<file path="config.mk">
export PLATFORM = sky130hd
export DESIGN_NAME = cv32e40s_mul_issue
export DESIGN_NICKNAME = d
export VERILOG_FILES = /design/src/rtl/cv32e40s_mul_issue_pkg.sv /design/src/rtl/cv32e40s_mul_issue.sv
export SDC_FILE = /design/constraint.sdc
export NUM_CORES = 1
export LEC_CHECK = 0
export BUFFER_PORTS_ARGS = -buffer_cell sky130_fd_sc_hd__buf_2
export CORE_MARGIN = 1.5
export CORE_UTILIZATION = 47
export DETAILED_ROUTE_END_ITERATION = 7
export PLACE_DENSITY = 0.85
export SETUP_SLACK_MARGIN = 0.15
export SYNTH_ARGS = -nofsm -noshare
export SYNTH_HDL_FRONTEND = slang
export SYNTH_SLANG_ARGS = --single-unit
</file>
<file path="constraint.sdc">
create_clock -name clk -period 1.81 [get_ports clk]
set_clock_uncertainty 0.05 [all_clocks]
set_input_delay 0.181 -clock clk [delete_from_list [all_inputs] [get_ports clk]]
set_output_delay 0.181 -clock clk [all_outputs]
set_load 0.02 [all_outputs]
</file>
<file path="src/rtl/cv32e40s_mul_issue_pkg.sv">
// Operator encoding shared by the multiply issue register and the multiplier.
package cv32e40s_mul_issue_pkg;

    typedef enum logic [0:0] {
        MUL_M32 = 1'b0,
        MUL_H   = 1'b1
    } mul_opcode_e;

endpackage

</file>
<file path="src/rtl/cv32e40s_mul_issue.sv">
// Issue register in front of cv32e40s_mult: captures M-extension multiply ops and holds them for the multiplier.
// Optional saturating stall counter enabled by defining MUL_ISSUE_STALL_CNT_EN.
module cv32e40s_mul_issue
    import cv32e40s_mul_issue_pkg::*;
#(
    parameter int CNT_W = 16
) (
    input  logic              clk,
    input  logic              rst,
    input  logic              id_valid_i,
    output logic              id_ready_o,
    input  logic [2:0]        funct3_i,
    input  logic [31:0]       rs1_i,
    input  logic [31:0]       rs2_i,
    input  logic              halt_i,
    input  logic              kill_i,
    output logic              mult_valid_o,
    output mul_opcode_e       mult_operator_o,
    output logic [1:0]        mult_signed_mode_o,
    output logic [31:0]       mult_op_a_o,
    output logic [31:0]       mult_op_b_o,
    output logic              mult_halt_o,
    output logic              mult_kill_o,
    input  logic              mult_ready_i,
`ifdef MUL_ISSUE_STALL_CNT_EN
    output logic [CNT_W-1:0]  stall_cnt_o,
`endif
    output logic              err_o
);

    logic        valid_q, valid_d;
    mul_opcode_e op_q, op_d;
    logic [1:0]  sm_q, sm_d;
    logic [31:0] a_q, a_d;
    logic [31:0] b_q, b_d;
    logic        err_q, err_d;

    logic handshake;
    logic accept;
    logic retire;

    assign id_ready_o = !halt_i && !kill_i && (!valid_q || mult_ready_i);
    assign handshake  = id_valid_i && id_ready_o;
    assign accept     = handshake && !funct3_i[2];
    assign retire     = valid_q && mult_ready_i && !halt_i;

    always_comb begin
        valid_d = valid_q;
        op_d    = op_q;
        sm_d    = sm_q;
        a_d     = a_q;
        b_d     = b_q;
        err_d   = handshake && funct3_i[2];

        // kill overrides everything, halt freezes; accept already excludes both
        if (kill_i) begin
            valid_d = 1'b0;
        end else if (accept) begin
            valid_d = 1'b1;
            a_d     = rs1_i;
            b_d     = rs2_i;
            op_d    = (funct3_i[1:0] == 2'b00) ? MUL_M32 : MUL_H;
            unique case (funct3_i[1:0])
                2'b01:   sm_d = 2'b11;
                2'b10:   sm_d = 2'b01;
                default: sm_d = 2'b00;
            endcase
        end else if (retire) begin
            valid_d = 1'b0;
        end
    end

    always_ff @(posedge clk) begin
        if (rst) begin
            valid_q <= 1'b0;
            op_q    <= MUL_M32;
            sm_q    <= 2'b00;
            a_q     <= 32'h0;
            b_q     <= 32'h0;
            err_q   <= 1'b0;
        end else begin
            valid_q <= valid_d;
            op_q    <= op_d;
            sm_q    <= sm_d;
            a_q     <= a_d;
            b_q     <= b_d;
            err_q   <= err_d;
        end
    end

`ifdef MUL_ISSUE_STALL_CNT_EN
    logic [CNT_W-1:0] stall_cnt_q, stall_cnt_d;

    always_comb begin
        stall_cnt_d = stall_cnt_q;
        if (valid_q && !mult_ready_i && !halt_i && (stall_cnt_q != '1)) begin
            stall_cnt_d = stall_cnt_q + CNT_W'(1);
        end
    end

    always_ff @(posedge clk) begin
        if (rst) begin
            stall_cnt_q <= '0;
        end else begin
            stall_cnt_q <= stall_cnt_d;
        end
    end

    assign stall_cnt_o = stall_cnt_q;
`endif

    assign mult_valid_o       = valid_q;
    assign mult_operator_o    = op_q;
    assign mult_signed_mode_o = sm_q;
    assign mult_op_a_o        = a_q;
    assign mult_op_b_o        = b_q;
    assign mult_halt_o        = halt_i;
    assign mult_kill_o        = kill_i;
    assign err_o              = err_q;

endmodule
</file>
==> results of run 1 <==
[Yosys cell counts]
library cell	n
sky130_fd_sc_hd__buf_8	3
sky130_fd_sc_hd__buf_2	1
sky130_fd_sc_hd__nand2b_1	132
sky130_fd_sc_hd__nor2_2	1
sky130_fd_sc_hd__dfxtp_1	69
sky130_fd_sc_hd__nor2_1	1
sky130_fd_sc_hd__a21boi_0	1
sky130_fd_sc_hd__a211oi_1	1
sky130_fd_sc_hd__and2_1	1
sky130_fd_sc_hd__o21a_1	1
sky130_fd_sc_hd__mux2i_1	66
sky130_fd_sc_hd__and4_4	1
sky130_fd_sc_hd__ha_1	2
sky130_fd_sc_hd__nand2b_4	1
sky130_fd_sc_hd__clkbuf_1	14
sky130_fd_sc_hd__a41oi_1	1
sky130_fd_sc_hd__nor3_1	1
sky130_fd_sc_hd__nand3_1	1
sky130_fd_sc_hd__inv_1	4
sky130_fd_sc_hd__buf_4	6
sky130_fd_sc_hd__buf_6	1
[power groups by stage]
stage | registers (W) | logic (W) | clock network, W
global placement | 0.00160 | 0.000346 | 0
global route | 0.00157 | 0.000385 | 0.00115
finish | 0.00157 | 0.000350 | 0.00103
detailed placement | 0.00160 | 0.000354 | 0
floorplan | 0.00164 | 0.000179 | 0
CTS | 0.00157 | 0.000355 | 0.00107
[placed cells by master (no fill, tap or decap)]
cell	Yosys	final
sky130_fd_sc_hd__clkinvlp_4	0	1
sky130_fd_sc_hd__nor2_1	1	1
sky130_fd_sc_hd__inv_1	4	4
sky130_fd_sc_hd__dfxtp_1	69	69
sky130_fd_sc_hd__nor2_2	1	1
sky130_fd_sc_hd__clkbuf_8	0	9
sky130_fd_sc_hd__nand3_1	1	1
sky130_fd_sc_hd__ha_1	2	2
sky130_fd_sc_hd__buf_12	0	4
sky130_fd_sc_hd__a211oi_1	1	1
sky130_fd_sc_hd__buf_2	1	144
sky130_fd_sc_hd__clkinv_2	0	4
sky130_fd_sc_hd__nor3_1	1	1
sky130_fd_sc_hd__mux2i_1	66	66
sky130_fd_sc_hd__o21a_1	1	1
sky130_fd_sc_hd__and2_1	1	1
sky130_fd_sc_hd__a41oi_1	1	1
sky130_fd_sc_hd__nand2b_1	132	132
sky130_fd_sc_hd__clkbuf_1	14	2
sky130_fd_sc_hd__a21boi_0	1	1
sky130_fd_sc_hd__nand2b_4	1	1
sky130_fd_sc_hd__and4_4	1	1
[registers in the layout, indices dropped and copies added, names as in the netlist]
name	count
mult_op_a_o	32
mult_op_b_o	32
mult_signed_mode_o	2
err_o	1
mult_operator_o	1
mult_valid_o	1
[layer usage]
metal  part of all wire, %  global-route usage [%]
met3                   6.8                    4.96
met2                    49                    31.2
met4                   2.8                    9.99
met1                    42                    20.1
met5                     0                       0
[worst max-delay path: stages (launching register included)]
cell	delay [ps]
sky130_fd_sc_hd__dfxtp_1	350
sky130_fd_sc_hd__nand2b_4	90
sky130_fd_sc_hd__and4_4	400
sky130_fd_sc_hd__buf_12	230
sky130_fd_sc_hd__mux2i_1	220
[layout make-up]
class | instances | area (µm²) | area share, %
well taps | 77 | 96.3 | 2.38
clock inverters | 5 | 27.5 | 0.680
repair buffers | 148 | 801 | 19.8
flip-flops and latches | 69 | 1380 | 34.1
multi-input cells | 211 | 1590 | 39.4
inverters | 4 | 15.0 | 0.371
clock buffers | 11 | 131 | 3.25
[cell families (layout without fill, tap and decap cells)]
| logic type | after synthesis | in the layout | synth area share [%] |
|---|---|---|---|
| adders and majority gates | 2 | 2 | 0.794 |
| buffers and inverters | 29 | 168 | 5.52 |
| and+or+nand+nor | 139 | 139 | 27.9 |
| AOI/OAI and AO/OA | 4 | 4 | 0.994 |
| DFF | 69 | 69 | 43.9 |
| muxes | 66 | 66 | 21.0 |
[path summary, 6_finish.rpt]
check	start	to	slack, ps	cells after the start
hold reg to reg	mult_op_b_o[28]	mult_op_b_o[28]	420	2
setup / recovery	mult_valid_o	mult_op_a_o[30]	370	4
setup reg to reg	mult_valid_o	mult_op_a_o[30]	370	4
hold / removal	rs2_i[8]	mult_op_b_o[8]	50	3
[stage by stage]
stage	power (W)	util [%]
finish	0.00295	63.0
global route	0.00311	63.0
detailed placement	0.00196	60.5
CTS	0.00300	63.0
global placement	0.00195	60.5
floorplan	0.00182	-
==> metrics.log, run 1 <==
INFO  metric status = finished with violations
INFO  metric violations_in_the_final_reports = DRC
INFO  metric post-route-cell-area = about 4000 µm²
INFO  metric antenna_found_initial = 0
INFO  metric die_height = 84.9 µm
INFO  metric synth_seq_area_share = ~44%
INFO  metric grt_overflow = 0
INFO  metric final-max-slew-violation-count = 0
INFO  metric final.setup.tns = 0 ps
INFO  metric cp_max_fo = 23
INFO  metric worst_slew_margin_rel = between 70% and 80%
INFO  metric post_synth_main_area_contributors = sky130_fd_sc_hd__dfxtp_1 (44%), sky130_fd_sc_hd__nand2b_1 (26%), sky130_fd_sc_hd__mux2i_1 (21%)
INFO  metric pin_count_of_the_biggest_net_entering_global_routing = 136
INFO  metric drt.antenna.violating_nets = 0
INFO  metric setup.worst_path.class = reg -> reg
INFO  metric drt_drc_violations_left = 9
INFO  metric min_period_over_period = 79.4%
INFO  metric h-tree-depth = 3
INFO  metric num_io_pins = about 150
INFO  metric clkLatencyLatePin = 330 ps
INFO  metric power_report.internal_total = between 0.002 and 0.0025 W
INFO  metric grt_pass1_vias = approximately 2400
INFO  metric drt-total-wl = roughly 6.3 mm
INFO  metric cts_sinks = between 60 and 70
INFO  metric viasPerCell = ~4.6
INFO  metric initial_utilization = between 40% and 50%
INFO  metric fillers = 553
INFO  metric dpl_cell_area = ~4000 µm²
INFO  metric post-cts-setup-buffer-count = 0
INFO  metric synth_seq_cells = just under 70
INFO  metric final_critical_path_setup_slack = 373 ps
INFO  metric total_routing_resource_utilization_after_global_routing = 18.1%
INFO  metric cts_max_path_buffers = 2
INFO  metric num_vias = 2418
INFO  metric place_worst_setup_slack = 351 ps
INFO  metric seq_power_share = roughly 53%
INFO  metric grt_first_pass_wirelength = approximately 10 mm
INFO  metric num-nets-final = 518
INFO  metric timing.critical_path.required = roughly 2000 ps
INFO  metric tritonroute_pass_1_iters = 7
INFO  metric final_layout_size_suffix_gt1_share = 36.8%
INFO  metric yosysTopAreaCell = sky130_fd_sc_hd__dfxtp_1
INFO  metric place.gp.congestion = 0.800
INFO  metric timing.critical_path.arrival = roughly 1600 ps
INFO  metric vdd.ir_drop.worst = between 0.0005 and 0.0006 V
INFO  metric detailedRoute.firstIterationViolations = 81
INFO  metric yosysWarnings = 0
INFO  metric core = around 6400 µm²
INFO  metric critPathCaptureType = flop
INFO  metric timing_worst_slew_pin_value = ~370 ps
INFO  metric grt_setup_unrepaired = no
INFO  metric hold_slack = 49.9 ps
INFO  metric switching_power = between 0.0007 and 0.0008 W
INFO  metric floorplan.die.width = approximately 85 µm
INFO  metric switching_share = between 20% and 30%
INFO  metric synth_top_area_share = between 40% and 50%
INFO  metric mappedNetlistNets = about 380
INFO  metric dieArea = 7200 µm²
INFO  metric power.share.clock = between 30% and 40%
INFO  metric layout_min_cycle_time = approximately 1400 ps
INFO  metric cts-buffers-inserted = 9
INFO  metric cts.repair.resized = 0
INFO  metric postCtsHoldBufs = 0
INFO  metric routedWlPerCell = roughly 12 µm
INFO  metric cts_tree = done
INFO  metric hp-class = in -> reg
INFO  metric start_kind = flop
INFO  metric clockRootBuffer = sky130_fd_sc_hd__clkbuf_8
INFO  metric report.final.setup_viol = 0
INFO  metric max_freq = 696 MHz
INFO  metric post_synth_inst_count = around 300
INFO  metric power_density = approximately 730 nW/µm²
INFO  metric hold_violations = 0
INFO  metric area_delta_synth_final = 28.5%
INFO  metric synth_area = approximately 3100 µm²
INFO  metric syn_area_per_cell = 10.2 µm²
INFO  metric pwr-share-comb = around an eighth
INFO  metric drv.max_cap_violation_count = 0
INFO  metric placementRows = 29
INFO  metric diodes = 0
INFO  metric buffer_ports.inserted = ~140
INFO  metric static_leakage = 1.81 nW
INFO  metric placed_cells = ~500
INFO  metric clk_transition_reported_paths = 70 ps
INFO  metric place_hpwl = around 4.5 mm
INFO  metric synth.distinct_cells = 21
INFO  metric layoutNonFillerInstCount = between 500 and 600
No activity file was read; power rests on OpenSTA's default activity.
==> run 2: changes to the inputs <==
Settings changed: ABC_AREA set to 1, CORE_UTILIZATION 47 to 41, PLACE_DENSITY 0.85 to 0.81.
Clock period 1.81 ns to 1.2 ns, I/O delays scaled along.
==> run 2 against run 1 <==
The run ends with setup timing left. Fmax increased by 4.4%. Hold slack improved by 97 ps. Register-to-register slack got worse by 550 ps. Combinational power increased to 2.8 times the previous value. Sequential cell count unchanged. Cell area increased by 32%. Via count increased by 50%. Non-clock buffer count increased by 86. Worst setup slack got worse by 550 ps. Count of clock-buffer cells in the layout decreased by 1. Critical endpoint is now mult_op_b_o[17]. Largest cell class is now non-clock buffers. Largest power group unchanged.
==> metrics.log, run 2 <==
INFO  metric crit_start = mult_valid_o (unchanged)
INFO  metric synth_seq_cells = 69 (unchanged)
INFO  metric buffer_ports.inserted = 144 (unchanged)
INFO  metric vdd.ir_drop.worst = 0.000627 V (was 0.000561 V)
INFO  metric total_power = 0.00553 W (was 0.00295 W)
INFO  metric diodes = 0 (unchanged)
INFO  metric cts_max_path_buffers = 2 (unchanged)
INFO  metric cts_sinks = 69 (unchanged)
INFO  metric timing.critical_path.arrival = 1590 ps (was 1640 ps)
INFO  metric grt_overflow = 0 (unchanged)
INFO  metric synth_seq_area_share = 48.0% (was 43.9%)
INFO  metric die_height = 86.8 µm (was 84.9 µm)
INFO  metric critical_path.cell_chain = nand2_4 -> nand4_4 -> buf_6 -> clkbuf_16 -> nand2_2 -> nand2_1 -> nor2_1 (was nand2b_4 -> and4_4 -> buf_12 -> mux2i_1)
INFO  metric drt-total-wl = 11.5 mm (was 6.31 mm)
INFO  metric max_freq = 727 MHz (was 696 MHz)
INFO  metric grt_setup_unrepaired = yes (was no)
INFO  metric pin_count_of_the_biggest_net_entering_global_routing = 68 (was 136)
INFO  metric dieArea = 7540 µm² (was 7200 µm²)
INFO  metric worstReg2RegStart = mult_valid_o (unchanged)
INFO  metric hold_slack = 147 ps (was 49.9 ps)
INFO  metric drv.max_cap_violation_count = 0 (unchanged)
INFO  metric antenna_found_initial = 0 (unchanged)
INFO  metric crit_path_max_incr_delay = 360 ps (was 400 ps)
INFO  metric synth_async_reset_ratio = 0% (unchanged)
INFO  metric power_density = 1030 nW/µm² (was 729 nW/µm²)
INFO  metric place.gp.congestion = 0.792 (was 0.800)
INFO  metric worst_hold_path_startpoint = halt_i (was rs2_i[8])
INFO  metric grt_first_pass_wirelength = 13.9 mm (was 10.4 mm)
INFO  metric grt_pass1_vias = 3289 (was 2447)
INFO  metric clockRootBuffer = sky130_fd_sc_hd__clkbuf_8 (unchanged)
INFO  metric final-max-slew-violation-count = 0 (unchanged)
INFO  metric num_vias = 3630 (was 2418)
INFO  metric static_leakage = 2.86 nW (was 1.81 nW)
INFO  metric cp_max_fo = 7 (was 23)
INFO  metric placementRows = 30 (was 29)
INFO  metric yosys-top-cells-count = sky130_fd_sc_hd__nand2_1 (135), sky130_fd_sc_hd__nor2_1 (135), sky130_fd_sc_hd__inv_1 (73) (was sky130_fd_sc_hd__nand2b_1 (132), sky130_fd_sc_hd__dfxtp_1 (69), sky130_fd_sc_hd__mux2i_1 (66))
INFO  metric synth-edff-count = 0 (unchanged)
INFO  metric detailedRoute.firstIterationViolations = 168 (was 81)
INFO  metric synth_area = 2880 µm² (was 3150 µm²)
INFO  metric post_synth_main_area_contributors = sky130_fd_sc_hd__dfxtp_1 (48%), sky130_fd_sc_hd__nand2_1 (18%), sky130_fd_sc_hd__nor2_1 (18%) (was sky130_fd_sc_hd__dfxtp_1 (44%), sky130_fd_sc_hd__nand2b_1 (26%), sky130_fd_sc_hd__mux2i_1 (21%))
INFO  metric place_hpwl = 4.54 mm (was 4.51 mm)
INFO  metric worst_slew_margin_rel = 80.1% (was 75.5%)
INFO  metric tritonroute_pass_1_iters = 7 (unchanged)
INFO  metric start_kind = flop (unchanged)
INFO  metric synth.distinct_cells = 17 (was 21)
INFO  metric setup.worst_path.class = reg -> reg (unchanged)
INFO  metric final_critical_path_setup_slack = -176 ps (was 373 ps)
INFO  metric floorplan.die.width = 86.8 µm (was 84.9 µm)
INFO  metric timing_worst_slew_pin_value = 298 ps (was 367 ps)
INFO  metric cts_tree = done (unchanged)
INFO  metric synth-main-ff-cell = sky130_fd_sc_hd__dfxtp_1 (unchanged)
INFO  metric layout.cells.most_common_list = sky130_fd_sc_hd__buf_2 (117), sky130_fd_sc_hd__nor2_1 (105), sky130_fd_sc_hd__inv_1 (72), sky130_fd_sc_hd__nand2_1 (71), sky130_fd_sc_hd__dlygate4sd3_1 (68) (was sky130_fd_sc_hd__buf_2 (144), sky130_fd_sc_hd__nand2b_1 (132), sky130_fd_sc_hd__dfxtp_1 (69), sky130_fd_sc_hd__mux2i_1 (66), sky130_fd_sc_hd__clkbuf_8 (9))
INFO  metric num_io_pins = 145 (unchanged)
INFO  metric h-tree-depth = 3 (unchanged)
INFO  metric drt.antenna.violating_nets = 0 (unchanged)
INFO  metric initial_utilization = 42.4% (was 49.0%)
INFO  metric clk_transition_reported_paths = 70 ps (about the same)
INFO  metric violations_in_the_final_reports = setup timing (was DRC)
INFO  metric hp-class = in -> reg (unchanged)
INFO  metric final_layout_size_suffix_gt1_share = 42.9% (was 36.8%)
INFO  metric timing.critical_path.required = 1410 ps (was 2010 ps)
INFO  metric critPathCaptureType = flop (unchanged)
INFO  metric yosysWarnings = 0 (unchanged)
INFO  metric area_delta_synth_final = 85.5% (was 28.5%)
INFO  metric total_routing_resource_utilization_after_global_routing = 23.7% (was 18.1%)
INFO  metric layout_min_cycle_time = 1380 ps (was 1440 ps)
INFO  metric min_period_over_period = 115% (was 79.4%)
INFO  metric clkLatencyLatePin = 330 ps (about the same)
INFO  metric report.final.setup_viol = 62 (was 0)
INFO  metric syn_area_per_cell = 6.49 µm² (was 10.2 µm²)
INFO  metric routedWlPerCell = 15.0 µm (was 12.0 µm)
INFO  metric yosysTopAreaCell = sky130_fd_sc_hd__dfxtp_1 (unchanged)
INFO  metric synth_top_area_share = 48.0% (was 43.9%)
INFO  metric core = 6790 µm² (was 6420 µm²)
INFO  metric critical-path-slowest-cell = sky130_fd_sc_hd__dfxtp_4 (was sky130_fd_sc_hd__and4_4)
INFO  metric drt_drc_violations_left = 0 (was 9)
INFO  metric viasPerCell = 4.73 (was 4.61)
INFO  metric mappedNetlistNets = 519 (was 384)
INFO  metric num-nets-final = 741 (was 518)
INFO  metric post_synth_inst_count = 444 (was 309)
INFO  metric hold_violations = 0 (unchanged)
INFO  metric layout_commonest_cell = sky130_fd_sc_hd__buf_2 (unchanged)
INFO  metric cts-buffers-inserted = 9 (unchanged)
INFO  metric status = finished with violations (unchanged)
==> run 2: changes by cell type after synthesis, sizes merged, moves of 3 or more <==
| cell | before | now |
|---|---|---|
| nand2 | 0 | 135 |
| nor2 | 2 | 136 |
| nand2b | 133 | 0 |
| inv | 4 | 73 |
| mux2i | 66 | 0 |
| clkbuf | 14 | 9 |
| buf | 11 | 14 |
==> run 2: kinds of logic (layout without fill, tap and decap cells) <==
| kind of cell | count (synthesis) | count (layout) | synth area share [%] |
|---|---|---|---|
| flops | 69 | 69 | 48.0 |
| compound gates | 2 | 2 | 0.347 |
| fa+ha+maj | 2 | 2 | 0.869 |
| buf+inv | 96 | 323 | 14.4 |
| simple gates | 275 | 275 | 36.4 |
==> run 2: stage by stage <==
| stage | instance area [µm²] | cells | util [%] | setup slack (ps) | setup TNS, ps |
|---|---|---|---|---|---|
| after global placement | 3680 | 666 | 54.1 | 96.5 | 0 |
| after CTS | 4790 | 750 | 70.5 | -0.446 | -0.446 |
| final | 5340 | 767 | 78.6 | -176 | -3640 |
| after detailed placement | 3680 | 666 | 54.1 | 23.8 | 0 |
| after floorplan | 2910 | 444 | - | 95.7 | 0 |
| after global routing | 5340 | 767 | 78.6 | -227 | -7900 |
==> run 2: path summary, 6_finish.rpt <==
kind | end | slack [ps] | depth (start not counted)
setup reg to reg | mult_op_b_o[17] | -180 | 7
hold / removal | mult_valid_o | 150 | 3
setup / recovery | mult_op_b_o[17] | -180 | 7
hold reg to reg | mult_op_b_o[8] | 470 | 4
==> run 2: area by class of cell <==
| cell class | instances | area, µm² |
|---|---|---|
| Inverter | 73 | 274 |
| Clock inverter | 6 | 86.3 |
| Fill cell | 414 | 1450 |
| Clock buffer | 10 | 138 |
| Sequential cell | 69 | 1390 |
| Tap cell | 96 | 120 |
| Multi-Input combinational cell | 279 | 1440 |
| Timing Repair Buffer | 234 | 1890 |
==> run 2: critical path: cells and delay by family, from the launching register on <==
| kind | cells | cell delay [ps] |
|---|---|---|
| buf+inv | 2 | 370 |
| flops | 1 | 360 |
| simple gates | 5 | 530 |
==> run 2: repair_timing <==
action                                  in CTS  in global routing
setup buffers                                0                  5
gates resized for setup                     79                 86
pin swaps                                   33                 13
endpoints found under the hold margin       66                  0
gates cloned                                 0                 12
endpoints found under the setup margin      70                 94
hold buffers                                68                  0
==> run 2: metal layers <==
layer	part of all wire (%)	wire (µm)	global-route usage, %
met5	0	0	0
met4	4.8	550	15.8
met3	7.1	823	6.19
met2	53	6070	43.1
met1	35	4070	23.3
==> run 2: power by group <==
part	internal (W)	switching, W	leakage (nW)	total (W)
registers	0.00237	0.0000462	0.564	0.00242
logic	0.000482	0.000506	2.19	0.000988
clock network	0.00122	0.000901	0.112	0.00212
total	0.00408	0.00145	2.86	0.00553
